[src/rtl/bp_be_pkg.sv]
// Shared backend types for the late writeback path: source identifiers and the
// writeback packet layout presented to the register files and scoreboards.
package bp_be_pkg;

  typedef enum logic [1:0] {
    e_late_src_mem  = 2'd0,
    e_late_src_idiv = 2'd1,
    e_late_src_fdiv = 2'd2
  } bp_be_late_src_e;

  localparam int dword_width_gp    = 64;
  localparam int reg_addr_width_gp = 5;
  localparam int fflags_width_gp   = 5;

  typedef struct packed {
    logic                         ird_w_v;
    logic                         frd_w_v;
    logic [reg_addr_width_gp-1:0] rd_addr;
    logic [dword_width_gp-1:0]    data;
    logic [fflags_width_gp-1:0]   fflags;
  } bp_be_wb_pkt_s;

endpackage

[src/rtl/bp_be_late_wb_fifo.sv]
// Per-source circular buffer for late writeback packets. Ready depends only on
// the registered count, so a full buffer refuses input even while it drains.
module bp_be_late_wb_fifo
  import bp_be_pkg::*;
  #(parameter int els_p   = 2,
    parameter int width_p = 8,
    localparam int ptr_width_lp = $clog2(els_p),
    localparam int cnt_width_lp = $clog2(els_p + 1))
  (input  logic               clk_i,
   input  logic               reset_n_i,
   input  logic               v_i,
   output logic               ready_o,
   input  logic [width_p-1:0] data_i,
   output logic               v_o,
   output logic [width_p-1:0] data_o,
   input  logic               yumi_i);

  logic [width_p-1:0]      mem [els_p];
  logic [ptr_width_lp-1:0] wptr_r, rptr_r;
  logic [cnt_width_lp-1:0] count_r;
  logic                    enq, deq;

  assign ready_o = (count_r != cnt_width_lp'(els_p));
  assign v_o     = (count_r != '0);
  assign data_o  = mem[rptr_r];
  assign enq     = v_i & ready_o;
  assign deq     = yumi_i & v_o;

  always_ff @(posedge clk_i) begin
    if (enq) mem[wptr_r] <= data_i;
  end

  // els_p is a power of two, so the pointers wrap by natural overflow
  always_ff @(posedge clk_i or negedge reset_n_i) begin
    if (!reset_n_i) begin
      wptr_r  <= '0;
      rptr_r  <= '0;
      count_r <= '0;
    end else begin
      if (enq) wptr_r <= wptr_r + ptr_width_lp'(1);
      if (deq) rptr_r <= rptr_r + ptr_width_lp'(1);
      if (enq && !deq)      count_r <= count_r + cnt_width_lp'(1);
      else if (deq && !enq) count_r <= count_r - cnt_width_lp'(1);
    end
  end

endmodule

[src/rtl/bp_be_late_wb_arbiter.sv]
// Merges late writebacks from mem, idiv and fdiv into one writeback port with a
// round-robin grant that locks while a presented packet waits for yumi.
module bp_be_late_wb_arbiter
  import bp_be_pkg::*;
  #(parameter int num_src_p        = 3,
    parameter int els_p            = 2,
    parameter int data_width_p     = 64,
    parameter int reg_addr_width_p = 5,
    parameter int fflags_width_p   = 5,
    localparam int src_width_lp    = $clog2(num_src_p))
  (input  logic                                   clk_i,
   input  logic                                   reset_n_i,
   input  logic [num_src_p-1:0]                   src_v_i,
   output logic [num_src_p-1:0]                   src_ready_o,
   input  logic [num_src_p-1:0]                   src_ird_w_v_i,
   input  logic [num_src_p-1:0]                   src_frd_w_v_i,
   input  logic [num_src_p*reg_addr_width_p-1:0]  src_rd_addr_i,
   input  logic [num_src_p*data_width_p-1:0]      src_data_i,
   input  logic [num_src_p*fflags_width_p-1:0]    src_fflags_i,
   output logic                                   late_wb_v_o,
   output logic                                   late_wb_ird_w_v_o,
   output logic                                   late_wb_frd_w_v_o,
   output logic [reg_addr_width_p-1:0]            late_wb_rd_addr_o,
   output logic [data_width_p-1:0]                late_wb_data_o,
   output logic [fflags_width_p-1:0]              late_wb_fflags_o,
   output logic [src_width_lp-1:0]                late_wb_src_o,
   input  logic                                   late_wb_yumi_i,
   output logic                                   idle_o);

  localparam int pkt_width_lp = 2 + reg_addr_width_p + data_width_p + fflags_width_p;

  logic [num_src_p-1:0]    cand;
  logic [pkt_width_lp-1:0] head [num_src_p];
  logic [pkt_width_lp-1:0] out_pkt;
  logic [src_width_lp-1:0] rr_ptr_r, lock_src_r, rr_sel, grant;
  logic                    lock_r, deq;

  assign deq = late_wb_v_o & late_wb_yumi_i;

  for (genvar g = 0; g < num_src_p; g++) begin : src
    logic                    keep;
    logic [pkt_width_lp-1:0] pkt_in;

    // packets that write neither RF complete the handshake but are not stored
    assign keep   = src_ird_w_v_i[g] | src_frd_w_v_i[g];
    assign pkt_in = {src_ird_w_v_i[g], src_frd_w_v_i[g],
                     src_rd_addr_i[g*reg_addr_width_p +: reg_addr_width_p],
                     src_data_i[g*data_width_p +: data_width_p],
                     src_fflags_i[g*fflags_width_p +: fflags_width_p]};

    bp_be_late_wb_fifo #(.els_p(els_p), .width_p(pkt_width_lp)) fifo
      (.clk_i    (clk_i),
       .reset_n_i(reset_n_i),
       .v_i      (src_v_i[g] & keep),
       .ready_o  (src_ready_o[g]),
       .data_i   (pkt_in),
       .v_o      (cand[g]),
       .data_o   (head[g]),
       .yumi_i   (deq && (grant == src_width_lp'(g))));

    assert property (@(posedge clk_i) disable iff (!reset_n_i)
      !(src_v_i[g] && src_ready_o[g] && src_ird_w_v_i[g] && src_frd_w_v_i[g]));
  end

  assert property (@(posedge clk_i) disable iff (!reset_n_i)
    late_wb_yumi_i |-> late_wb_v_o);

  always_comb begin
    logic [src_width_lp:0]   sum;
    logic [src_width_lp-1:0] idx;
    logic                    found;
    rr_sel = rr_ptr_r;
    sum    = '0;
    idx    = '0;
    found  = 1'b0;
    for (int k = 0; k < num_src_p; k++) begin
      sum = {1'b0, rr_ptr_r} + (src_width_lp+1)'(k);
      if (sum >= (src_width_lp+1)'(num_src_p)) sum = sum - (src_width_lp+1)'(num_src_p);
      idx = sum[src_width_lp-1:0];
      if (!found && cand[idx]) begin
        rr_sel = idx;
        found  = 1'b1;
      end
    end
  end

  assign grant       = lock_r ? lock_src_r : rr_sel;
  assign late_wb_v_o = |cand;
  assign idle_o      = ~|cand;
  assign out_pkt     = late_wb_v_o ? head[grant] : '0;
  assign late_wb_src_o = late_wb_v_o ? grant : '0;
  assign {late_wb_ird_w_v_o, late_wb_frd_w_v_o, late_wb_rd_addr_o,
          late_wb_data_o, late_wb_fflags_o} = out_pkt;

  // a stalled grant is frozen so the presented fields stay stable until yumi
  always_ff @(posedge clk_i or negedge reset_n_i) begin
    if (!reset_n_i) begin
      rr_ptr_r   <= '0;
      lock_src_r <= '0;
      lock_r     <= 1'b0;
    end else begin
      lock_r     <= late_wb_v_o & ~late_wb_yumi_i;
      lock_src_r <= grant;
      if (deq) rr_ptr_r <= (grant == src_width_lp'(num_src_p-1)) ? '0
                                                                  : grant + src_width_lp'(1);
    end
  end

endmodule

[config.mk]
export PLATFORM = sky130hd
export DESIGN_NAME = bp_be_late_wb_arbiter
export DESIGN_NICKNAME = d
export VERILOG_FILES = /design/src/rtl/bp_be_pkg.sv /design/src/rtl/bp_be_late_wb_fifo.sv /design/src/rtl/bp_be_late_wb_arbiter.sv
export SDC_FILE = /design/constraint.sdc
export NUM_CORES = 1
export LEC_CHECK = 0
export BUFFER_PORTS_ARGS = -buffer_cell sky130_fd_sc_hd__clkbuf_2
export CORE_ASPECT_RATIO = 1.25
export CORE_MARGIN = 2
export CORE_UTILIZATION = 50
export CTS_CLUSTER_SIZE = 10
export DETAILED_ROUTE_END_ITERATION = 8
export GPL_TIMING_DRIVEN = 0
export PLACE_DENSITY = 0.82
export SYNTH_ARGS = -nofsm -noshare
export SYNTH_HDL_FRONTEND = slang
export SYNTH_SLANG_ARGS = --single-unit
[constraint.sdc]
create_clock -name clk_i -period 11.1 [get_ports clk_i]
set_clock_uncertainty 0.15 [all_clocks]
set_input_delay 0 -clock clk_i [delete_from_list [all_inputs] [get_ports clk_i]]
set_output_delay 0 -clock clk_i [all_outputs]
set_load 0.01 [all_outputs]
==> flow_metrics.tcl <==
set metrics [dict create \
    muxShareOfSynthArea_pct 12.81 \
    crit_fanout 10 \
    io_buffers 316 \
    synth_cells 1195 \
    yosysMostFrequentCell "edfxtp_1" \
    min_from "src_data_i[101]" \
    gr-total-overflow 0 \
    drive_gt1_share_pct 30.10 \
    grt_max_degree 46 \
    num_vias 13910 \
    power.total_w 0.007005 \
    irDropWorstVdd_mv 0.1619 \
    setup_slack_ps 6489 \
    p_leak_nw 9.896 \
    track_usage_pct 28.04 \
    ys_warn_count 0 \
    cts-root-buf "clkbuf_16" \
    r2r_end "src[1].fifo.count_r[1]$_DFFE_PN0P_" \
    powerDensity_nw_per_um2 267.4 \
    period_share_pct 41.54 \
    critPathArrivalTime_ps 4460 \
    hold_depth 2 \
    rows 80 \
    cts_tree "built" \
    htree_levels 2 \
    r2r_cells 13 \
    cp-end-kind "output pin" \
    hold_class "input pin to flip-flop" \
    synth_xor_area_share_pct 0.6778 \
    fin_nets 2101 \
    fin_crit_ps 4611 \
    synth_fp_nets 1436 \
    netlist_top_cells_count "456 x edfxtp_1, 152 x mux2_2, 82 x nand2_1" \
    reg2reg_slack_ps 6770 \
    tightest_slew_ps 1371 \
    yosysTopAreaCell "edfxtp_1" \
    critPathRequiredTime_ps 10950 \
    preCtsSetupSlack_ps 6900 \
    antenna_found_initial 8 \
    synth_compound_area_share_pct 6.572 \
    status "finished, final reports clean" \
    netlist_area_um2 19380 \
    wire_per_inst_um 24.46 \
    cts.sinks 473 \
    cts_buffers 54 \
    slew_violations 0 \
    ctsResizeCount 0 \
    synth_top_family_by_area "multiplexers" \
    rr_startpoint "rr_ptr_r[0]$_DFFE_PN0N_" \
    holdPathEnd "src[1].fifo.mem[0][42]$_DFFE_PP_" \
    utilization_pct 68.51 \
    syn_avg_cell_area_um2 16.22 \
    drcViolationCount 0 \
    gp_congestion 0.8325 \
    worstSetupPathType "flip-flop to output pin" \
    cp-start-kind "flip-flop" \
    slew_headroom_pct 8.626 \
    clkTransAtPathRegs_ps 60 \
    synth_flop_cell "edfxtp_1" \
    first_pass_iters 6 \
    synthAdderAreaFrac_pct 0.4519 \
    cts_buffer_depth 3 \
    cts_setup_buffers 0 \
    fillers 2408 \
    start_util_pct 50.69 \
    hpwl_mm 34.23 \
    yosys.area_share.simple_pct 4.512 \
    dieArea_um2 40360 \
    die_width_um 180.1 \
    maxCapViolCount 0 \
    yosys.cell_types.count 40 \
    pin_count 317 \
    ys_ff_latch 473 \
    finalSetupTns_ps 0 \
    wl_mm 58.21 \
    antenna_left 0 \
    grt_pass1_vias 14850 \
    max_freq_mhz 216.9 \
    coreArea_um2 38240 \
    seq_area_frac_synth_pct 72.84 \
    synth_edf_count 456 \
    yosysTopAreaCellShare_pct 70.65 \
    hold_viol 0 \
    areaGrowthSynthToFinish_pct 35.15 \
    clk-insertion-delay-late_ps 580 \
    async_reset_ff_share_pct 3.594 \
    die_h_um 224.1 \
    rsz0062_at_grt "false" \
    setup_viol 0 \
    via_per_inst 5.845 \
    dr.first_iter.drc_count 1228 \
    grt_first_pass_wirelength_mm 86.08 \
    synth_area_leaders "edfxtp_1 71%, mux2_2 8.8%, mux2i_1 4.0%" \
]
state kept, by name, summed over array words and instances (netlist names):
register	cells
src.fifo.mem	456
src.fifo.count_r	6
src.fifo.rptr_r	3
src.fifo.wptr_r	3
lock_src_r	2
rr_ptr_r	2
lock_r	1
logic make-up (layout without fill, tap and decap cells):
logic type | Yosys count | in the layout
xor gates and xnor gates | 15 | 15
AOI/OAI and AO/OA | 181 | 181
other | 0 | 11
muxes | 229 | 229
adders and majority gates | 7 | 7
and+or+nand+nor | 192 | 192
DFF | 473 | 473
buffers and inverters | 98 | 780
metal layers:
| layer | GRT usage [%] | vias to the layer above | part of all wire, % |
|---|---|---|---|
| met5 | 0 | - | 0.022 |
| met4 | 12.93 | 2 | 4.5 |
| met3 | 4.617 | 171 | 7.0 |
| met2 | 50.97 | 834 | 53 |
| met1 | 32.48 | 6867 | 36 |
| li1 | - | 6038 | - |
through the flow:
stage,instances,instance area (um^2),hold WS [ps]
after global routing,2376,26190,10.93
after detailed placement,2013,21850,-190.7
after CTS,2369,26170,0.06328
after floorplan,1195,19380,-445.6
after global placement,2003,21580,-192.8
final,2380,26200,17.21
cell usage in the layout (no fill, tap or decap), drive strengths merged, types with 4 or more instances in the layout:
cell type / synthesis / routed
edfxtp: 456 / 456
inv: 6 / 7
mux2: 152 / 152
a21oi: 81 / 81
mux2i: 77 / 77
nor2: 10 / 10
clkbuf: 65 / 449
buf: 27 / 37
dfrtp: 17 / 17
nand3: 77 / 77
and2: 5 / 5
dlygate4sd3: 0 / 283
xnor2: 6 / 6
diode: 0 / 11
a211oi: 4 / 4
o221ai: 76 / 76
xor2: 9 / 9
ha: 7 / 7
nand2: 82 / 82
nor2b: 6 / 6
critical path: stages (launching register included):
cell,delay [ps]
dfrtp_1,420
inv_1,80
ha_1,190
clkbuf_2,160
nor2b_1,200
o21a_1,230
a2111o_1,400
a221oi_2,1030
buf_4,410
buf_6,180
nand3_1,120
a21oi_1,270
clkbuf_2,180
layout make-up:
cell class	count	area (um^2)	share of cell area, %
well taps	492	615.6	2.350
multi-input cells	624	4880	18.63
clock inverters	5	52.55	0.2006
clock buffers	68	1435	5.479
flip-flops and latches	473	14120	53.90
inverters	6	22.52	0.08598
plain buffers	92	391.6	1.495
repair buffers	609	4652	17.76
diodes	11	27.53	0.1051
report_power, final:
part	switching [W]	internal (W)	total (W)
logic	0.00181	0.00116	0.00297
clock network	0.000668	0.000914	0.00158
registers	0.000106	0.00234	0.00245
repair_timing:
item                                   4_1_cts  5_1_grt
setup endpoints to repair                    0        0
hold buffers                               283        0
endpoints found under the hold margin      491        0
worst max path at each step:
stage	to	slack [ps]	startpoint
after CTS	late_wb_data_o[50]	6560	rr_ptr_r[0]$_DFFE_PN0N_
final	late_wb_data_o[50]	6490	rr_ptr_r[0]$_DFFE_PN0N_
after global routing	late_wb_data_o[25]	6340	rr_ptr_r[0]$_DFFE_PN0N_
after global placement	src[0].fifo.mem[0][33]$_DFFE_PP_	3690	src[0].fifo.count_r[0]$_DFFE_PN0P_
after detailed placement	src[1].fifo.count_r[1]$_DFFE_PN0P_	6900	rr_ptr_r[0]$_DFFE_PN0N_
after floorplan	src[0].fifo.mem[0][0]$_DFFE_PP_	6270	src[0].fifo.count_r[0]$_DFFE_PN0P_
(Power assumes the default switching activity.)
